**config.mk**
```make
export PLATFORM = sky130hd
export DESIGN_NAME = mux_test_top
export DESIGN_NICKNAME = d
export VERILOG_FILES = /design/src/rtl/mux_test_pkg.sv /design/src/rtl/mux.sv /design/src/rtl/mux_test_top.sv /design/src/rtl/mux_self_test.sv
export SDC_FILE = /design/constraint.sdc
export NUM_CORES = 1
export LEC_CHECK = 0
export CORE_ASPECT_RATIO = 0.75
export CORE_MARGIN = 5
export CORE_UTILIZATION = 34
export CTS_CLUSTER_SIZE = 8
export DETAILED_ROUTE_END_ITERATION = 6
export PLACE_DENSITY = 0.6
export SYNTH_ARGS = -nofsm -noshare
export SYNTH_HDL_FRONTEND = slang
export SYNTH_SLANG_ARGS = --single-unit
```
**constraint.sdc**
```tcl
create_clock -name clk -period 1.52 [get_ports clk]
set_input_delay 0.38 -clock clk [delete_from_list [all_inputs] [get_ports clk]]
set_output_delay 0.38 -clock clk [all_outputs]
set_load 0.02 [all_outputs]
```
**src/rtl/mux_test_pkg.sv**
```systemverilog
// Shared types and golden model for the 2:1 mux self-test.
package mux_test_pkg;

    typedef enum logic [1:0] {
        S_IDLE   = 2'd0,
        S_SETTLE = 2'd1,
        S_SAMPLE = 2'd2,
        S_DONE   = 2'd3
    } state_t;

    localparam int N_PAT = 8;

    function automatic logic mux_golden(input logic sel, input logic in1, input logic in2);
        return sel ? in1 : in2;
    endfunction

endpackage

```
**src/rtl/mux.sv**
```systemverilog
// Plain 2:1 multiplexer stage exercised by the self-test.
module mux (
    input  logic sel,
    input  logic in1,
    input  logic in2,
    output logic out
);

    assign out = sel ? in1 : in2;

endmodule

```
**src/rtl/mux_test_top.sv**
```systemverilog
// Integration wrapper: self-test sequencer wired around a real mux stage.
module mux_test_top #(
    parameter int SETTLE = 1
) (
    input  logic       clk,
    input  logic       rst,
    input  logic       start,
    output logic       busy,
    output logic       done,
    output logic [7:0] result,
    output logic [3:0] err_cnt,
    output logic       pass
);

    logic sel_s;
    logic in1_s;
    logic in2_s;
    logic out_s;

    mux_self_test #(.SETTLE(SETTLE)) u_test (
        .clk     (clk),
        .rst     (rst),
        .start   (start),
        .sel     (sel_s),
        .in1     (in1_s),
        .in2     (in2_s),
        .mux_out (out_s),
        .busy    (busy),
        .done    (done),
        .result  (result),
        .err_cnt (err_cnt),
        .pass    (pass)
    );

    mux u_mux (
        .sel (sel_s),
        .in1 (in1_s),
        .in2 (in2_s),
        .out (out_s)
    );

endmodule

```
**src/rtl/mux_self_test.sv**
```systemverilog
// Walks all eight {sel,in1,in2} patterns, samples the mux after a settle delay,
// and scores the responses against the golden mux function.
module mux_self_test
    import mux_test_pkg::*;
#(
    parameter int SETTLE = 1
) (
    input  logic       clk,
    input  logic       rst,
    input  logic       start,
    output logic       sel,
    output logic       in1,
    output logic       in2,
    input  logic       mux_out,
    output logic       busy,
    output logic       done,
    output logic [7:0] result,
    output logic [3:0] err_cnt,
    output logic       pass
);

    localparam logic [3:0] SETTLE_LAST = 4'(SETTLE - 1);

    state_t     state_r;
    logic [2:0] k_r;
    logic [3:0] cnt_r;

    // Sequencer: every output is a register, so mux_out never reaches a port combinationally.
    always_ff @(posedge clk or posedge rst) begin
        if (rst) begin
            state_r <= S_IDLE;
            k_r     <= 3'd0;
            cnt_r   <= 4'd0;
            sel     <= 1'b0;
            in1     <= 1'b0;
            in2     <= 1'b0;
            busy    <= 1'b0;
            done    <= 1'b0;
            result  <= 8'h00;
            err_cnt <= 4'd0;
            pass    <= 1'b0;
        end else begin
            case (state_r)
                S_IDLE: begin
                    done <= 1'b0;
                    if (start) begin
                        k_r             <= 3'd0;
                        {sel, in1, in2} <= 3'b000;
                        result          <= 8'h00;
                        err_cnt         <= 4'd0;
                        pass            <= 1'b0;
                        cnt_r           <= 4'd0;
                        busy            <= 1'b1;
                        state_r         <= S_SETTLE;
                    end else begin
                        state_r <= S_IDLE;
                    end
                end
                S_SETTLE: begin
                    if (cnt_r == SETTLE_LAST) begin
                        cnt_r   <= 4'd0;
                        state_r <= S_SAMPLE;
                    end else begin
                        cnt_r <= cnt_r + 4'd1;
                    end
                end
                S_SAMPLE: begin
                    result[k_r] <= mux_out;
                    if (mux_out != mux_golden(k_r[2], k_r[1], k_r[0])) begin
                        err_cnt <= err_cnt + 4'd1;
                    end else begin
                        err_cnt <= err_cnt;
                    end
                    if (k_r == 3'(N_PAT - 1)) begin
                        busy    <= 1'b0;
                        done    <= 1'b1;
                        state_r <= S_DONE;
                    end else begin
                        k_r             <= k_r + 3'd1;
                        {sel, in1, in2} <= k_r + 3'd1;
                        state_r         <= S_SETTLE;
                    end
                end
                S_DONE: begin
                    // err_cnt is final here: the last SAMPLE update landed on the previous edge.
                    done    <= 1'b0;
                    pass    <= (err_cnt == 4'd0);
                    state_r <= S_IDLE;
                end
                default: begin
                    busy    <= 1'b0;
                    done    <= 1'b0;
                    state_r <= S_IDLE;
                end
            endcase
        end
    end

endmodule

```
---- Word level (Yosys, flattened, before mapping) ----
Cells that the tools add are included.
storage, ports and cells
  register bits ........................... 27
  input bits .............................. 3
  output and inout bits ................... 15
  logic and storage cells ................. 74
cells by class
  add/sub/neg operators ................... 3
  order comparisons ....................... 2
  eq/ne operators ......................... 10
  muxes and demuxes ....................... 32
  reduce and logical (&&, ||, !) cells .... 16
operators by type and width
  kind                                                                          count
  4-bit case mux with 2 select lines                                            2
  8-bit case mux with 2 select lines                                            1
  4-bit 2-to-1 mux                                                              3
  1-bit case mux with 2 select lines                                            6
  1-bit 2-to-1 mux                                                              11
  3-bit AND reduction                                                           3
  4-bit by 1-bit adder with 4-bit output, second input constant                 2
  8-bit bitwise mux                                                             1
  4-bit zero test                                                               2
  8-bit 2-to-1 mux                                                              1
  2-bit case mux with 4 select lines                                            1
  2-bit AND reduction                                                           4
  2-bit nonzero test                                                            4
  3-bit 2-to-1 mux                                                              2
  2-bit by 1-bit != test with 1-bit output, second input constant               3
  3-bit case mux with 2 select lines                                            1
  2-bit == test, second input constant                                          2
  3-bit by 4-bit less-than comparator with 1-bit output, second input constant  1
  2-bit 2-to-1 mux                                                              2
  2-bit != test, second input constant                                          2
  3-bit by 1-bit adder with 3-bit output, second input constant                 1
  1-bit demux with 3-bit select                                                 1
  3-bit == test, second input constant                                          1
  3-bit by 1-bit >= comparator with 1-bit output, second input constant         1
  other kinds (5)                                                               5

---- Depth between registers and ports, before layout ----
Gate-level depths: netlist of the first run.
  word-level depth ........................ 6
  mapped depth ............................ 6

---- Hierarchy ----
A second synthesis of the first run with hierarchy kept.
second synthesis, totals
  cell total of the unflattened synthesis .. 136
  area total of the unflattened synthesis .. 1418.9 sq um
by module, submodules not included
  module         instances  cells an instance  area each (sq um)  sequential area each (sq um)
  mux_self_test  1          135                1403.8             600.6
  mux            1          1                  15.0               0.0

---- Worst setup path after synthesis of the first run ----
Ideal clock, no wire load.
  path type ............................... reg-to-reg
  start point ............................. reg u_test.state_r[0]
  end point ............................... reg u_test.result[7]
  data arrival time ....................... 1.423 ns
  required time ........................... 1.398 ns
  path slack .............................. -0.024 ns
  cell stages (with the launch flop) ...... 6
  path buffers ............................ 1
  path through ............................ dfrtp_1 -> inv_1 -> ha_1 -> buf_6 -> mux2_2 -> a32o_1
on the way
  longest elaborated chain between the ends .. 3
RTL lines
  element                                                               line                 source
  start, declared                                                       mux_self_test.sv:24  state_t state_r;
  start signal, assigned                                                mux_self_test.sv:31  state_r <= S_IDLE;
  start signal, assigned                                                mux_self_test.sv:54  state_r <= S_SETTLE;
  start signal, assigned                                                mux_self_test.sv:56  state_r <= S_IDLE;
  2-bit == test / 2-bit zero test (equally long branches)               mux_self_test.sv:43  case (state_r)
  2-bit nonzero test (no line) / 2-bit != test (equally long branches)  -
  2-bit AND reduction (no line)                                         -
  end signal, assigned by index                                         mux_self_test.sv:68  result[k_r] <= mux_out;
  end, declared                                                         mux_self_test.sv:17  output logic [7:0] result,
Parallel ways exist; a longest one is shown, timed or not.
A chain may end at the register's enable or synchronous reset.

---- Worst setup path after layout of the first run ----
  start point ............................. reg u_test.state_r[1]
  end point ............................... reg u_test.state_r[0]
on the way
  longest elaborated chain between the ends .. 2
RTL lines
  element                                                                                                line
  2-bit == test (tied with other cells)                                                                  mux_self_test.sv:43
  2-bit case mux with 4 select lines / 2-bit by 1-bit != test with 1-bit output (equally long branches)  -
Parallel ways exist; a longest one is shown, timed or not.

==> reports/metrics.cfg, run 1 <==
[drt]
dr.pass1.iters=4
drt_iter0_markers=54
ant_nets=0
top_layer=met4
routed_wl_um=3176
drcViolationCount=0
wl_met2_um=1480
vias=1122
vias_per_cell=4.943
dr_wl_met3_um=97
met1_length_um=1573
routedWlPerCell_um=13.99

[power_and_ir_drop]
ir_worst_vdd_uv=716.0
leakage_nw=0.8986
power_mw=3.242
combPwrFrac_pct=55.5
power.share.clock_pct=17.5
p_int_mw=1.981
power.share.switching_pct=38.89
powerDensity_mw_per_mm2=1766
seqPwrFrac_pct=27.0
switching_power_mw=1.261

[timing]
min_period_ns=1.454
fin_ws_ns=0.06570
hold_viol=0
worst_pin_slew_ns=0.3470
fmax_mhz=687.6
period_share_pct=95.68
finClkSkew_ns=0.004506
finalSetupViolCount=0
final_max_slew_viol_count=0
maxSlewHeadroom_pct=76.21

[setup_path]
end_kind=flip-flop
cp.arrival_ns=1.61
cp-start-kind=flip-flop
path_common_cell=buf_12
reg2reg_slack_ns=0.07
worstPathMaxFanout=9
critical_path.max_stage_delay_ns=0.41
cp_slowest_cell=dfrtp_1
worstPathRequired_ns=1.68
crit_type=flip-flop to flip-flop
r2r-end=u_test.state_r[0]$_DFFE_PP0P_
critical_path_buf_inv_count=4
rr_startpoint=u_test.state_r[1]$_DFFE_PP0P_
worstPathCellList=inv_2 -> ha_4 -> buf_12 -> mux2i_4 -> buf_12 -> buf_4 -> mux2i_1
ff2ff_path_depth=7
cp_top_family=buffers and inverters

[cts]
clockRootBuffer=clkbuf_8
clk_pin_slew_ns=0.09
insertion_delay_ns=0.27
cts_buffers=3
cts_tree=built
htree_levels=1
clock_path_buffers=2
cts.sinks=24

[place]
preCtsSetupSlack_ns=-0.1635
port-buffer-count=17
routabilityCongestion=0.7701
hpwl_um=2408

[finish]
drive_above_1_share_pct=22.09
n_antenna_cell=0
areaGrowthSynthToFinish_pct=34.22
nets=188

[run]
cap_violations=0

[grt]
grt_use_total_pct=12.57
grt_pass1_vias=1173
grt_first_pass_wirelength_um=5395
antenna_found_initial=0
grt_overflow_total=0
grt_max_degree=25

[floorplanning]
io_pins=18
coreArea_mm2=0.003979
initial_utilization_pct=34.37
die_area_mm2=0.005404
rows=20
die_y_um=64.93
die_w_um=83.23

[status]
run_status=finished, final reports clean

[worst_hold_path]
holdCritPathClass=primary input to async pin

[yosys]
postSynth.asyncResetShare_pct=100.0
yosysSeqAreaShare_pct=43.92
synthCells=137
ys_ff_latch=24
syn_area_per_cell_um2=9.982
synth_warnings=0
synth_flop_cell=dfrtp_1
synth.net_count=152
synth_edf_count=0
synth_cell_types=34
synth_area_mm2=0.001368

-- power groups by stage --
stage	Clock, mW	Combinational [mW]	Sequential, mW
after global placement	0	1.65	0.880
final	0.566	1.80	0.876
after CTS	0.578	1.76	0.873
after global routing	0.612	1.98	0.898
after floorplan	0	0.885	1.01
after detailed placement	0	1.71	0.888
-- tightest hold or removal path: stages --
cell and delay (ns):
clkdlybuf4s50_1 0.40, inv_1 0.05, buf_4 0.30
-- flip-flops by register name, indices dropped and copies added, names as in the netlist --
signal          cells
u_test.err_cnt      4
u_test.pass         1
u_test.in2          1
u_test.busy         1
u_test.k_r          1
u_test.cnt_r        4
u_test.result       8
u_test.in1          1
u_test.done         1
u_test.state_r      2
-- cell usage after synthesis (2+ instances only) --
master     n  area [µm²]
nand3_1    7       35.03
ha_1      12       150.1
nor2b_1    5       31.28
nand2b_1   4       25.02
a22o_1     4       35.03
mux2i_1    2       20.02
inv_1      9       33.78
a21oi_1    5       25.02
nand3b_1   4       30.03
nand2_1   17       63.81
nand4_1    2       12.51
a32o_1     2       20.02
dfrtp_1   24       600.6
o21ai_0   10       50.05
a31oi_1    4       25.02
nor2_1     6       22.52
o211ai_1   3       22.52
-- timing repair --
item	CTS	global route
gates resized for setup	18	8
hold buffers	0	0
buffers inserted	1	0
setup endpoints to repair	21	9
-- cells by family after synthesis --
group / share of synthesized area (%)
flip-flops: 43.92
AO/OA/AOI/OAI: 16.38
AND/OR/NAND/NOR: 19.94
multiplexers: 3.934
buffers and inverters: 4.848
adder cells (fa/ha/maj): 10.98
-- how the worst max path moves through the flow --
stage / to / start / depth (start not counted)
after global routing: u_test.state_r[0]$_DFFE_PP0P_ / u_test.state_r[1]$_DFFE_PP0P_ / 7
after floorplan: u_test.result[7]$_DFFE_PP0P_ / u_test.state_r[0]$_DFFE_PP0P_ / 5
after global placement: u_test.result[7]$_DFFE_PP0P_ / start / 5
after CTS: u_test.in2$_DFFE_PP0P_ / u_test.in1$_DFFE_PP0P_ / 5
final: u_test.state_r[0]$_DFFE_PP0P_ / u_test.state_r[1]$_DFFE_PP0P_ / 7
after detailed placement: u_test.err_cnt[2]$_DFFE_PP0P_ / start / 6
-- through the flow --
step	instances	instance area, µm²	hold WS (ns)	TNS, ns	util, %
4_1_cts	227	1805	0.4696	0	45.38
5_1_grt	227	1836	0.4949	-0.009540	46.13
2_1_floorplan	137	1368	0.3946	0	-
6_report	227	1836	0.4596	0	46.13
3_3_place_gp	222	1722	0.4814	-1.841	43.27
3_5_place_dp	222	1722	0.4889	-2.317	43.27
-- cell type report --
| cell class | count | area, µm² |
|---|---|---|
| well taps | 55 | 68.82 |
| fillers | 398 | 2143 |
| multi-input cells | 99 | 742.0 |
| clock buffers | 3 | 41.29 |
| inverters | 9 | 33.78 |
| clock inverters | 1 | 30.03 |
| repair buffers | 36 | 319.1 |
| flip-flops and latches | 24 | 600.6 |
-- layer usage --
metal	track usage (%)	vias to the layer above
li1	-	555
met5	0	-
met4	3.469	0
met2	21.00	19
met1	16.30	546
met3	3.050	2
-- layout by cell type, fill, tap and decap left out, types with 2 or more instances in the layout --
cell type	instances
nand2b_1	3
mux2i_1	2
nor2b_1	5
nand3b_1	4
inv_2	2
o21ai_0	8
a31oi_1	4
dfrtp_1	24
o21ai_1	2
a21oi_1	5
dlygate4sd2_1	15
buf_12	2
o211ai_1	3
nand4_1	2
nand2_1	17
ha_1	9
nor2_1	5
a32o_1	2
inv_1	7
clkbuf_8	3
nand3_1	7
a22o_1	4
clkdlybuf4s50_1	2
buf_4	17
ha_4	2
No activity file was read; power rests on OpenSTA's default activity.
==> run 2: changes to the inputs <==
--- a/config.mk
+++ b/config.mk
@@ -11,6 +11,7 @@
 export CTS_CLUSTER_SIZE = 8
 export DETAILED_ROUTE_END_ITERATION = 6
 export PLACE_DENSITY = 0.6
+export SLEW_MARGIN = 20
 export SYNTH_ARGS = -nofsm -noshare
 export SYNTH_HDL_FRONTEND = slang
 export SYNTH_SLANG_ARGS = --single-unit
==> results of run 2 <==
Same layout as run 1: the final DEF is identical, and so are final timing and power.
